[config.mk]
export PLATFORM = sky130hd
export DESIGN_NAME = alu_issue_ctrl
export DESIGN_NICKNAME = d
export VERILOG_FILES = /design/src/rtl/alu_issue_ctrl.sv
export SDC_FILE = /design/constraint.sdc
export NUM_CORES = 1
export LEC_CHECK = 0
export CAP_MARGIN = 20
export CORE_UTILIZATION = 40
export DETAILED_ROUTE_END_ITERATION = 10
export PLACE_DENSITY_LB_ADDON = 0.05
export REMOVE_ABC_BUFFERS = 1
export SYNTH_ARGS = -nofsm -noshare
export SYNTH_HDL_FRONTEND = slang
export SYNTH_SLANG_ARGS = --single-unit
[constraint.sdc]
create_clock -name clk -period 1.9 [get_ports clk]
set_clock_uncertainty 0.2 [all_clocks]
set_input_delay 0.285 -clock clk [delete_from_list [all_inputs] [get_ports clk]]
set_output_delay 0.285 -clock clk [all_outputs]
set_load 0.01 [all_outputs]
[src/rtl/alu_issue_ctrl.sv]
// Control unit of the 8-bit core: fetch, ALU issue/commit, LOAD/STORE sequencing; ALU op = fetch+1 cycles, memory op = fetch+1+ack cycles.
// Waits indefinitely on instr_valid / dmem_ack; ALU_ISSUE_CTRL_PERF_EN adds a saturating retired_cnt output.
module alu_issue_ctrl #(
  parameter int unsigned     PC_W       = 8,
  parameter logic [PC_W-1:0] START_PC   = '0,
  parameter logic [8:0]      HALT_INSTR = 9'h17F
) (
  input  logic            clk,
  input  logic            rst_n,
  input  logic            start,
  output logic            instr_req,
  output logic [PC_W-1:0] instr_addr,
  input  logic            instr_valid,
  input  logic [8:0]      instr_data,
  output logic            dmem_req,
  output logic            dmem_we,
  output logic [7:0]      dmem_addr,
  output logic [7:0]      dmem_wdata,
  input  logic            dmem_ack,
  input  logic [7:0]      dmem_rdata,
  output logic [2:0]      alu_op,
  output logic [7:0]      alu_a,
  output logic [7:0]      alu_b,
  input  logic [7:0]      alu_result,
  input  logic            alu_zero,
`ifdef ALU_ISSUE_CTRL_PERF_EN
  output logic [15:0]     retired_cnt,
`endif
  output logic            busy,
  output logic            done
);

  typedef enum logic [2:0] {
    S_IDLE  = 3'd0,
    S_FETCH = 3'd1,
    S_EXEC  = 3'd2,
    S_MEM   = 3'd3,
    S_HALT  = 3'd4
  } state_t;

  typedef struct packed {
    logic [2:0] op;
    logic [2:0] fa;
    logic [2:0] fb;
  } instr_t;

  localparam logic [2:0] OP_ADD   = 3'b000;
  localparam logic [2:0] OP_ADDI  = 3'b001;
  localparam logic [2:0] OP_XOR   = 3'b010;
  localparam logic [2:0] OP_LOAD  = 3'b011;
  localparam logic [2:0] OP_STORE = 3'b100;
  localparam logic [2:0] OP_JUMP  = 3'b101;
  localparam logic [2:0] OP_CMP   = 3'b110;
  localparam logic [2:0] OP_SHF   = 3'b111;

  state_t          state_q;
  state_t          state_d;
  logic [PC_W-1:0] pc_q;
  logic [PC_W-1:0] pc_inc;
  instr_t          ir_q;
  logic [7:0]      regs_q [8];
  logic            eq_q;

  logic [7:0]      rfa;
  logic [7:0]      rfb;
  logic            is_load;
  logic            is_store;
  logic            is_mem;
  logic            wr_alu;
  logic            jump_taken;

  assign rfa        = regs_q[ir_q.fa];
  assign rfb        = regs_q[ir_q.fb];
  assign pc_inc     = pc_q + PC_W'(1);
  assign is_load    = (ir_q.op == OP_LOAD);
  assign is_store   = (ir_q.op == OP_STORE);
  assign is_mem     = is_load || is_store;
  assign wr_alu     = (ir_q.op == OP_ADD) || (ir_q.op == OP_ADDI) ||
                      (ir_q.op == OP_XOR) || (ir_q.op == OP_SHF);
  assign jump_taken = (ir_q.op == OP_JUMP) && eq_q;

  assign instr_addr = pc_q;

  always_ff @(posedge clk or negedge rst_n) begin
    if (!rst_n) begin
      state_q <= S_IDLE;
    end else begin
      state_q <= state_d;
    end
  end

  always_comb begin
    state_d = state_q;
    case (state_q)
      S_IDLE, S_HALT: begin
        if (start) state_d = S_FETCH;
      end
      S_FETCH: begin
        if (instr_valid) state_d = (instr_data == HALT_INSTR) ? S_HALT : S_EXEC;
      end
      S_EXEC: begin
        state_d = is_mem ? S_MEM : S_FETCH;
      end
      S_MEM: begin
        if (dmem_ack) state_d = S_FETCH;
      end
      default: state_d = S_IDLE;
    endcase
  end

  always_comb begin
    instr_req  = 1'b0;
    dmem_req   = 1'b0;
    dmem_we    = 1'b0;
    dmem_addr  = 8'h00;
    dmem_wdata = 8'h00;
    alu_op     = 3'b000;
    alu_a      = 8'h00;
    alu_b      = 8'h00;
    busy       = 1'b0;
    done       = 1'b0;
    case (state_q)
      S_FETCH: begin
        instr_req = 1'b1;
        busy      = 1'b1;
      end
      S_EXEC: begin
        busy   = 1'b1;
        alu_op = ir_q.op;
        case (ir_q.op)
          OP_ADDI, OP_SHF: begin
            alu_a = rfa;
            alu_b = {5'b0, ir_q.fb};
          end
          // Memory ops present address/data on the ALU ports as well; result unused.
          OP_LOAD, OP_STORE: begin
            alu_a = rfb;
            alu_b = rfa;
          end
          OP_JUMP: begin
            alu_a = rfa;
            alu_b = 8'h00;
          end
          default: begin
            alu_a = rfa;
            alu_b = rfb;
          end
        endcase
      end
      S_MEM: begin
        busy       = 1'b1;
        dmem_req   = 1'b1;
        dmem_we    = is_store;
        dmem_addr  = rfb;
        dmem_wdata = rfa;
      end
      S_HALT: begin
        done = 1'b1;
      end
      default: ;
    endcase
  end

  // Architectural state; the halt word is captured into ir but never executed.
  always_ff @(posedge clk or negedge rst_n) begin
    if (!rst_n) begin
      pc_q <= START_PC;
      ir_q <= '0;
      eq_q <= 1'b0;
      for (int i = 0; i < 8; i++) begin
        regs_q[i] <= 8'h00;
      end
    end else begin
      case (state_q)
        S_IDLE, S_HALT: begin
          if (start) pc_q <= START_PC;
        end
        S_FETCH: begin
          if (instr_valid) ir_q <= instr_data;
        end
        S_EXEC: begin
          if (wr_alu) regs_q[ir_q.fa] <= alu_result;
          if (ir_q.op == OP_CMP) eq_q <= alu_zero;
          if (jump_taken) begin
            pc_q <= PC_W'(alu_result);
          end else if (!is_mem) begin
            pc_q <= pc_inc;
          end
        end
        S_MEM: begin
          if (dmem_ack) begin
            if (is_load) regs_q[ir_q.fa] <= dmem_rdata;
            pc_q <= pc_inc;
          end
        end
        default: ;
      endcase
    end
  end

`ifdef ALU_ISSUE_CTRL_PERF_EN
  logic retire;

  assign retire = ((state_q == S_EXEC) && !is_mem) || ((state_q == S_MEM) && dmem_ack);

  always_ff @(posedge clk or negedge rst_n) begin
    if (!rst_n) begin
      retired_cnt <= 16'h0000;
    end else if (retire && (retired_cnt != 16'hFFFF)) begin
      retired_cnt <= retired_cnt + 16'h0001;
    end
  end
`endif

endmodule

==> results of run 1 <==
-- layout make-up --
cell class,instances,area [um2]
multi-input cells,312,3580
well taps,172,215
clock inverters,7,98.8
inverters,13,52.6
repair buffers,260,2460
clock buffers,9,225
flip-flops and latches,85,2130
fillers,950,3960
-- final timing paths --
kind                       slack (ns)  cells past startpoint                 startpoint                   endpoint
min                              0.30                      3                      rst_n  instr_addr[2]$_DFFE_PN0P_
max in group asynchronous        0.79                      3                      rst_n        ir_q[4]$_DFFE_PN0P_
max                             -0.66                      6        ir_q[1]$_DFFE_PN0P_                   alu_b[1]
min reg2reg                      0.32                      1  instr_addr[7]$_DFFE_PN0P_  instr_addr[7]$_DFFE_PN0P_
min in group clk                 0.32                      1  instr_addr[7]$_DFFE_PN0P_  instr_addr[7]$_DFFE_PN0P_
max reg2reg                     -0.45                      8        ir_q[7]$_DFFE_PN0P_     regs_q[24]$_DFFE_PN0P_
-- sequential cells by signal, summed over array words and instances (netlist names) --
| signal | cells |
|---|---|
| ir_q | 9 |
| state_q | 3 |
| regs_q | 64 |
| eq_q | 1 |
| instr_addr | 8 |
-- metrics by stage --
step / util / TNS [ns] / hold slack (ns)
floorplan: - / -37.63 / -0.211
global placement: 0.564 / -50.95 / 0.160
detailed placement: 0.564 / -52.17 / 0.159
CTS: 0.671 / -39.38 / 0.323
global route: 0.689 / -48.90 / 0.347
finish: 0.689 / -42.65 / 0.299
-- Yosys cell counts, types with 2 or more instances --
library cell,instances
buf_6,3
o22ai_1,12
nand3_1,5
mux2_2,66
a2bb2oi_1,2
o2bb2ai_1,6
dfrtp_1,85
buf_2,14
inv_1,11
nand2_1,21
o21ai_0,14
a211oi_1,3
mux2_4,16
and3b_1,2
or3b_2,2
clkbuf_1,9
o211ai_2,2
nand4b_1,2
o31ai_1,2
nor2_1,29
o21ai_1,2
a32oi_1,4
nand3b_1,7
and2b_1,2
and2_1,6
a21oi_1,9
buf_1,4
nor3_1,8
nor3b_1,3
nor2b_1,5
mux4_2,24
a22oi_1,4
nand2b_1,4
mux2i_1,19
o221ai_1,6
-- cell families (layout without fill, tap and decap cells) --
family                   Yosys count  after routing  synth area share
flip-flops                        85             85             0.406
adder cells (fa/ha/maj)            1              1           0.00239
multiplexers                     125            125             0.327
buffers and inverters             43            289            0.0384
AND/OR/NAND/NOR                  102            102             0.102
AO/OA/AOI/OAI                     84             84             0.125
-- routing by layer --
metal / vias up / wire length, um
met5: - / 0
met4: 0 / 551
met3: 37 / 886
met2: 170 / 9460
met1: 2506 / 8390
li1: 2144 / -
-- worst reg2reg max path, cell delays in order, from the launching register on --
cell	delay, ns
dfrtp_1	0.41
buf_6	0.14
buf_4	0.13
buf_6	0.12
a21oi_4	0.14
nand2_2	0.11
a2111o_1	0.50
buf_12	0.19
mux2_4	0.30
-- power by group --
group	internal [mW]	total, mW	switching [mW]
Combinational	6.02	10.3	4.32
Clock	1.16	1.95	0.794
Sequential	2.63	3.35	0.722
Total	9.81	15.6	5.83
-- timing repair --
| item | 4_1_cts | 5_1_grt |
|---|---|---|
| hold buffers | 1 | 0 |
| pin swaps | 46 | 27 |
| endpoints found under the hold margin | 85 | 0 |
| gates resized for setup | 345 | 55 |
| endpoints found under the setup margin | 121 | 124 |
| cloned | 5 | 0 |
| setup buffers | 43 | 12 |
==> metrics.csv, run 1 <==
stage,metric,value,unit
status,status,"finished, violations left",
status,violations,setup timing,
floorplanning,fp.dieH,116,um
timing,grt_setup_unrepaired,true,
route,avgViaCountPerCell,5.66,
timing,tightest_slew,0.490,ns
route,drt_iter0_drc,306,
route,drc,0,
logic_synthesis,synth_area,5240,um2
logic_synthesis,avgSynthCellArea,11.9,um2
clocking,cts_tree,done,
layout,layoutNonFillerInstCount,858,
clocking,clkTransAtPathRegs,0.07,ns
timing,finalHoldViolCount,0,
place,placed_area,7170,um2
layout,final_common_cell,buf_4,
timing,finalCriticalPeriod,2.56,ns
global_routing,busiest_layer,met2,
logic_synthesis,synth_top_area_share,0.406,
global_routing,antenna_found_initial,0,
logic_synthesis,synth_ff_type,dfrtp_1,
floorplanning,ios,79,
floorplanning,fp.dieW,116,um
worst_setup_path,path_cells,buf_12 -> mux4_2 -> mux2_4 -> o21ai_2 -> a21oi_2 -> buf_2,
logic_synthesis,synth_area_leaders,"dfrtp_1, mux2_2, mux4_2, mux2_4, mux2i_1",
global_routing,grt_pass1_wl,29000,um
power_and_ir_drop,vdd_drop_max,0.821,mV
worst_setup_path,critPathMaxStageDelay,0.50,ns
power_and_ir_drop,leakage,3.93,nW
floorplanning,row_count,41,
layout,syn_to_final_growth,67.2,%
worst_setup_path,crit_path_end_kind,output pin,
timing,setup_violations,113,
clocking,clock_path_buffers,2,
worst_setup_path,startpoint_type,register,
worst_setup_path,critPathBufInv,2,
global_routing,grt_pass1_vias,5082,
floorplanning,core_area,12700,um2
timing,fmax,0.390,GHz
clocking,cts_made_buffers,9,
floorplanning,die_area,13600,um2
logic_synthesis,synth_seq_cells,85,
route,num_vias,4857,
logic_synthesis,synth_edf_count,0,
layout,drive_above_1_share,0.650,
place,gp_congestion,0.897,
logic_synthesis,synth_top_cell_by_area,dfrtp_1,
global_routing,met1_usage,0.376,
place,dp_hpwl,12300,um
clocking,clock-sinks,85,
global_routing,overflow,0,
global_routing,grt_max_degree,86,
clocking,cts-root-buf,clkbuf_16,
global_routing,grtUsageTotal,0.295,
logic_synthesis,ys_seq_area_frac,0.406,
route,firstDrtPassIters,5,
layout,n_antenna_cell,0,
timing,drv_slew,0,
logic_synthesis,async_flop_share,1.00,
logic_synthesis,netlist-cell-type-count,62,
floorplanning,start_util,0.412,
place,pre_cts_slack,-0.785,ns
worst_hold_path,hp-class,input pin to async pin,
route,drtAntennaViolNets,0,
timing,setup_ws,-0.663,ns
clocking,clock_latency,0.35,ns
global_routing,met2_usage,0.489,
logic_synthesis,yosys_warnings,0,
clocking,htree_levels,3,
worst_setup_path,crit_fanout,7,
layout,finalNetCount,713,
power_and_ir_drop,total_power,15.6,mW
worst_setup_path,crit_type,register to output pin,
logic_synthesis,syn_inst,440,
worst_setup_path,arrival,2.08,ns
worst_setup_path,crit_family,multiplexers,
place,placed_cells,790,
place,portBuffers,78,
layout,fin_area,8760,um2
timing,max_slew_margin,0.673,
worst_setup_path,cp_data_required_time,1.41,ns
power_and_ir_drop,power_density,1780,nW/um2
timing,period_share,1.35,
route,wl_per_cell,22.5,um
flow_run,maxCapViolations,0,
worst_setup_path,slowest_stage,mux4_2,
global_routing,use_met3,0.0514,
route,drt_wl_total,19300,um
layout,final_cell_mix,"buf_4, dfrtp_1, buf_6, mux2_4, clkdlybuf4s50_1",
Power figures use the tool's default switching activity.
==> inputs of run 2 (changes only) <==
--- a/config.mk
+++ b/config.mk
@@ -6,7 +6,7 @@
 export NUM_CORES = 1
 export LEC_CHECK = 0
 export CAP_MARGIN = 20
-export CORE_UTILIZATION = 40
+export CORE_UTILIZATION = 50
 export DETAILED_ROUTE_END_ITERATION = 10
 export PLACE_DENSITY_LB_ADDON = 0.05
 export REMOVE_ABC_BUFFERS = 1
==> metrics.csv, run 2 (synthesized netlist as in run 1, its figures left out) <==
stage,metric,value,unit
layout,n_antenna_cell,0,
place,portBuffers,78,
timing,max_slew_margin,0.676,
clocking,clkTransAtPathRegs,0.10,ns
route,drc,0,
global_routing,grtUsageTotal,0.345,
timing,period_share,1.33,
clocking,cts_tree,done,
route,met2_length,9050,um
place,gp_congestion,0.966,
global_routing,overflow,0,
worst_setup_path,path_cells,buf_12 -> mux4_2 -> mux2i_4 -> nand2_1 -> and3_4 -> buf_6,
worst_setup_path,crit_fanout,8,
timing,setup_violations,110,
worst_setup_path,crit_path_end_kind,output pin,
clocking,cts-root-buf,clkbuf_8,
timing,setup_ws,-0.619,ns
layout,finalNetCount,695,
layout,drive_above_1_share,0.644,
worst_setup_path,arrival,2.03,ns
worst_setup_path,critPathMaxStageDelay,0.52,ns
timing,grt_setup_unrepaired,true,
layout,syn_to_final_growth,61.1,%
layout,largest_reg_flops,64,
status,violations,setup timing,
layout,fillers,536,
floorplanning,fp.dieW,104,um
clocking,cts_made_buffers,9,
flow_run,maxCapViolations,0,
worst_setup_path,r2r_cells,6,
worst_setup_path,cp_data_required_time,1.41,ns
floorplanning,ios,79,
worst_setup_path,r2r_end,regs_q[28]$_DFFE_PN0P_,
global_routing,grt_pass1_vias,5095,
worst_setup_path,crit_family,multiplexers,
clocking,clock_latency,0.38,ns
worst_setup_path,ff2ff_setup_slack,-0.47,ns
power_and_ir_drop,vdd_drop_max,0.917,mV
worst_setup_path,critPathBufInv,2,
layout,multiInputGateArea,3640,um2
floorplanning,fp.dieH,104,um
layout,seqCellArea,2140,um2
route,drtAntennaViolNets,0,
worst_setup_path,startpoint_type,register,
timing,finalCriticalPeriod,2.52,ns
floorplanning,die_area,10900,um2
worst_setup_path,crit_type,register to output pin,
timing,setup_tns,-41.86,ns
power_and_ir_drop,leakage,3.82,nW
route,drt_iter0_drc,484,
worst_setup_path,slowest_stage,mux4_2,
route,firstDrtPassIters,5,
status,status,"finished, violations left",
timing,tightest_slew,0.486,ns
floorplanning,start_util,0.512,
global_routing,antenna_found_initial,0,
route,wl_per_cell,22.8,um
floorplanning,core_area,10200,um2
layout,top_register,regs_q,
timing,drv_slew,0,
power_and_ir_drop,power_density,1740,nW/um2
layout,fin_area,8440,um2
route,met3_length,1200,um
worst_hold_path,hp-class,input pin to async pin,
route,avgViaCountPerCell,6.08,
route,top_layer_used,met4,
floorplanning,row_count,37,
route,drt_wl_total,18300,um
clocking,clock-sinks,85,
place,placed_area,7090,um2
global_routing,grt_pass1_wl,28600,um
route,wl_met1,7550,um
layout,final_cell_mix,"buf_4, dfrtp_1, mux2_4, buf_6, clkdlybuf4s50_1",
worst_setup_path,cp_num_cells,6,
clocking,htree_levels,3,
worst_setup_path,r2r-start,state_q[0]$_DFFE_PN0P_,
timing,finalHoldViolCount,0,
layout,final_core_util,0.825,
clocking,clock_path_buffers,2,
route,num_vias,4891,
timing,fmax,0.397,GHz
place,dp_hpwl,11600,um
global_routing,grt_max_degree,35,
layout,final_common_cell,buf_4,
==> run 2: cell count changes in the layout (fill, tap and decap cells not counted), moves of 4 or more <==
cell	change
buf_4	-12
o21ai_1	+7
a22oi_1	+4
mux2i_1	-7
buf_6	-6
a22oi_2	-4
clkbuf_8	+11
buf_8	+4
mux2_4	+4
mux2i_2	+7
mux2_2	-4
o21ai_0	-6
clkbuf_16	-10
==> run 2: cell type report <==
class | instances | share of cell area
multi-input cells | 312 | 0.431
repair buffers | 242 | 0.267
flip-flops and latches | 85 | 0.253
well taps | 136 | 0.0202
clock buffers | 11 | 0.0179
inverters | 13 | 0.00667
clock inverters | 5 | 0.00385
==> run 2: how the worst max path moves through the flow <==
stage / startpoint / endpoint / slack (ns)
after global routing: ir_q[5]$_DFFE_PN0P_ / alu_b[1] / -0.70
after floorplan: ir_q[4]$_DFFE_PN0P_ / alu_a[1] / -0.66
after CTS: ir_q[0]$_DFFE_PN0P_ / alu_b[0] / -0.59
final: ir_q[1]$_DFFE_PN0P_ / alu_a[0] / -0.62
after global placement: ir_q[5]$_DFFE_PN0P_ / alu_b[0] / -0.70
after detailed placement: ir_q[4]$_DFFE_PN0P_ / alu_b[6] / -0.75
==> run 2: worst register-to-register path, stage by stage (launching register included) <==
cell       delay [ns]
dfrtp_2          0.47
buf_6            0.14
and2b_2          0.23
o2111ai_4        0.18
a2111o_1         0.53
buf_12           0.19
mux2_4           0.30
==> run 2: through the flow <==
| step | hold WS (ns) | setup slack, ns | cells | power (mW) |
|---|---|---|---|---|
| after global routing | 0.232 | -0.704 | 804 | 15.4 |
| final | 0.207 | -0.619 | 804 | 14.7 |
| after global placement | 0.0739 | -0.701 | 748 | 10.2 |
| after detailed placement | 0.0720 | -0.750 | 748 | 10.4 |
| after CTS | 0.208 | -0.591 | 804 | 14.1 |
| after floorplan | -0.211 | -0.662 | 410 | 6.93 |
==> run 2: repair_timing <==
action / 4_1_cts / 5_1_grt
hold buffers: 1 / 0
gates cloned: 2 / 0
setup buffers: 40 / 12
gates resized for setup: 376 / 44
endpoints found under the setup margin: 122 / 127
hold endpoints to repair: 30 / 0
pin swaps: 48 / 24
==> run 2: layer usage <==
metal,vias up,GRT usage
met4,0,0.135
li1,2113,-
met3,40,0.0652
met1,2515,0.449
met2,223,0.569
met5,-,0
==> run 2: where the power goes <==
group          switching, mW  leakage, nW  internal (mW)
logic                   4.27         2.66           5.84
registers              0.729         1.05           2.63
clock network          0.710       0.0995          0.548
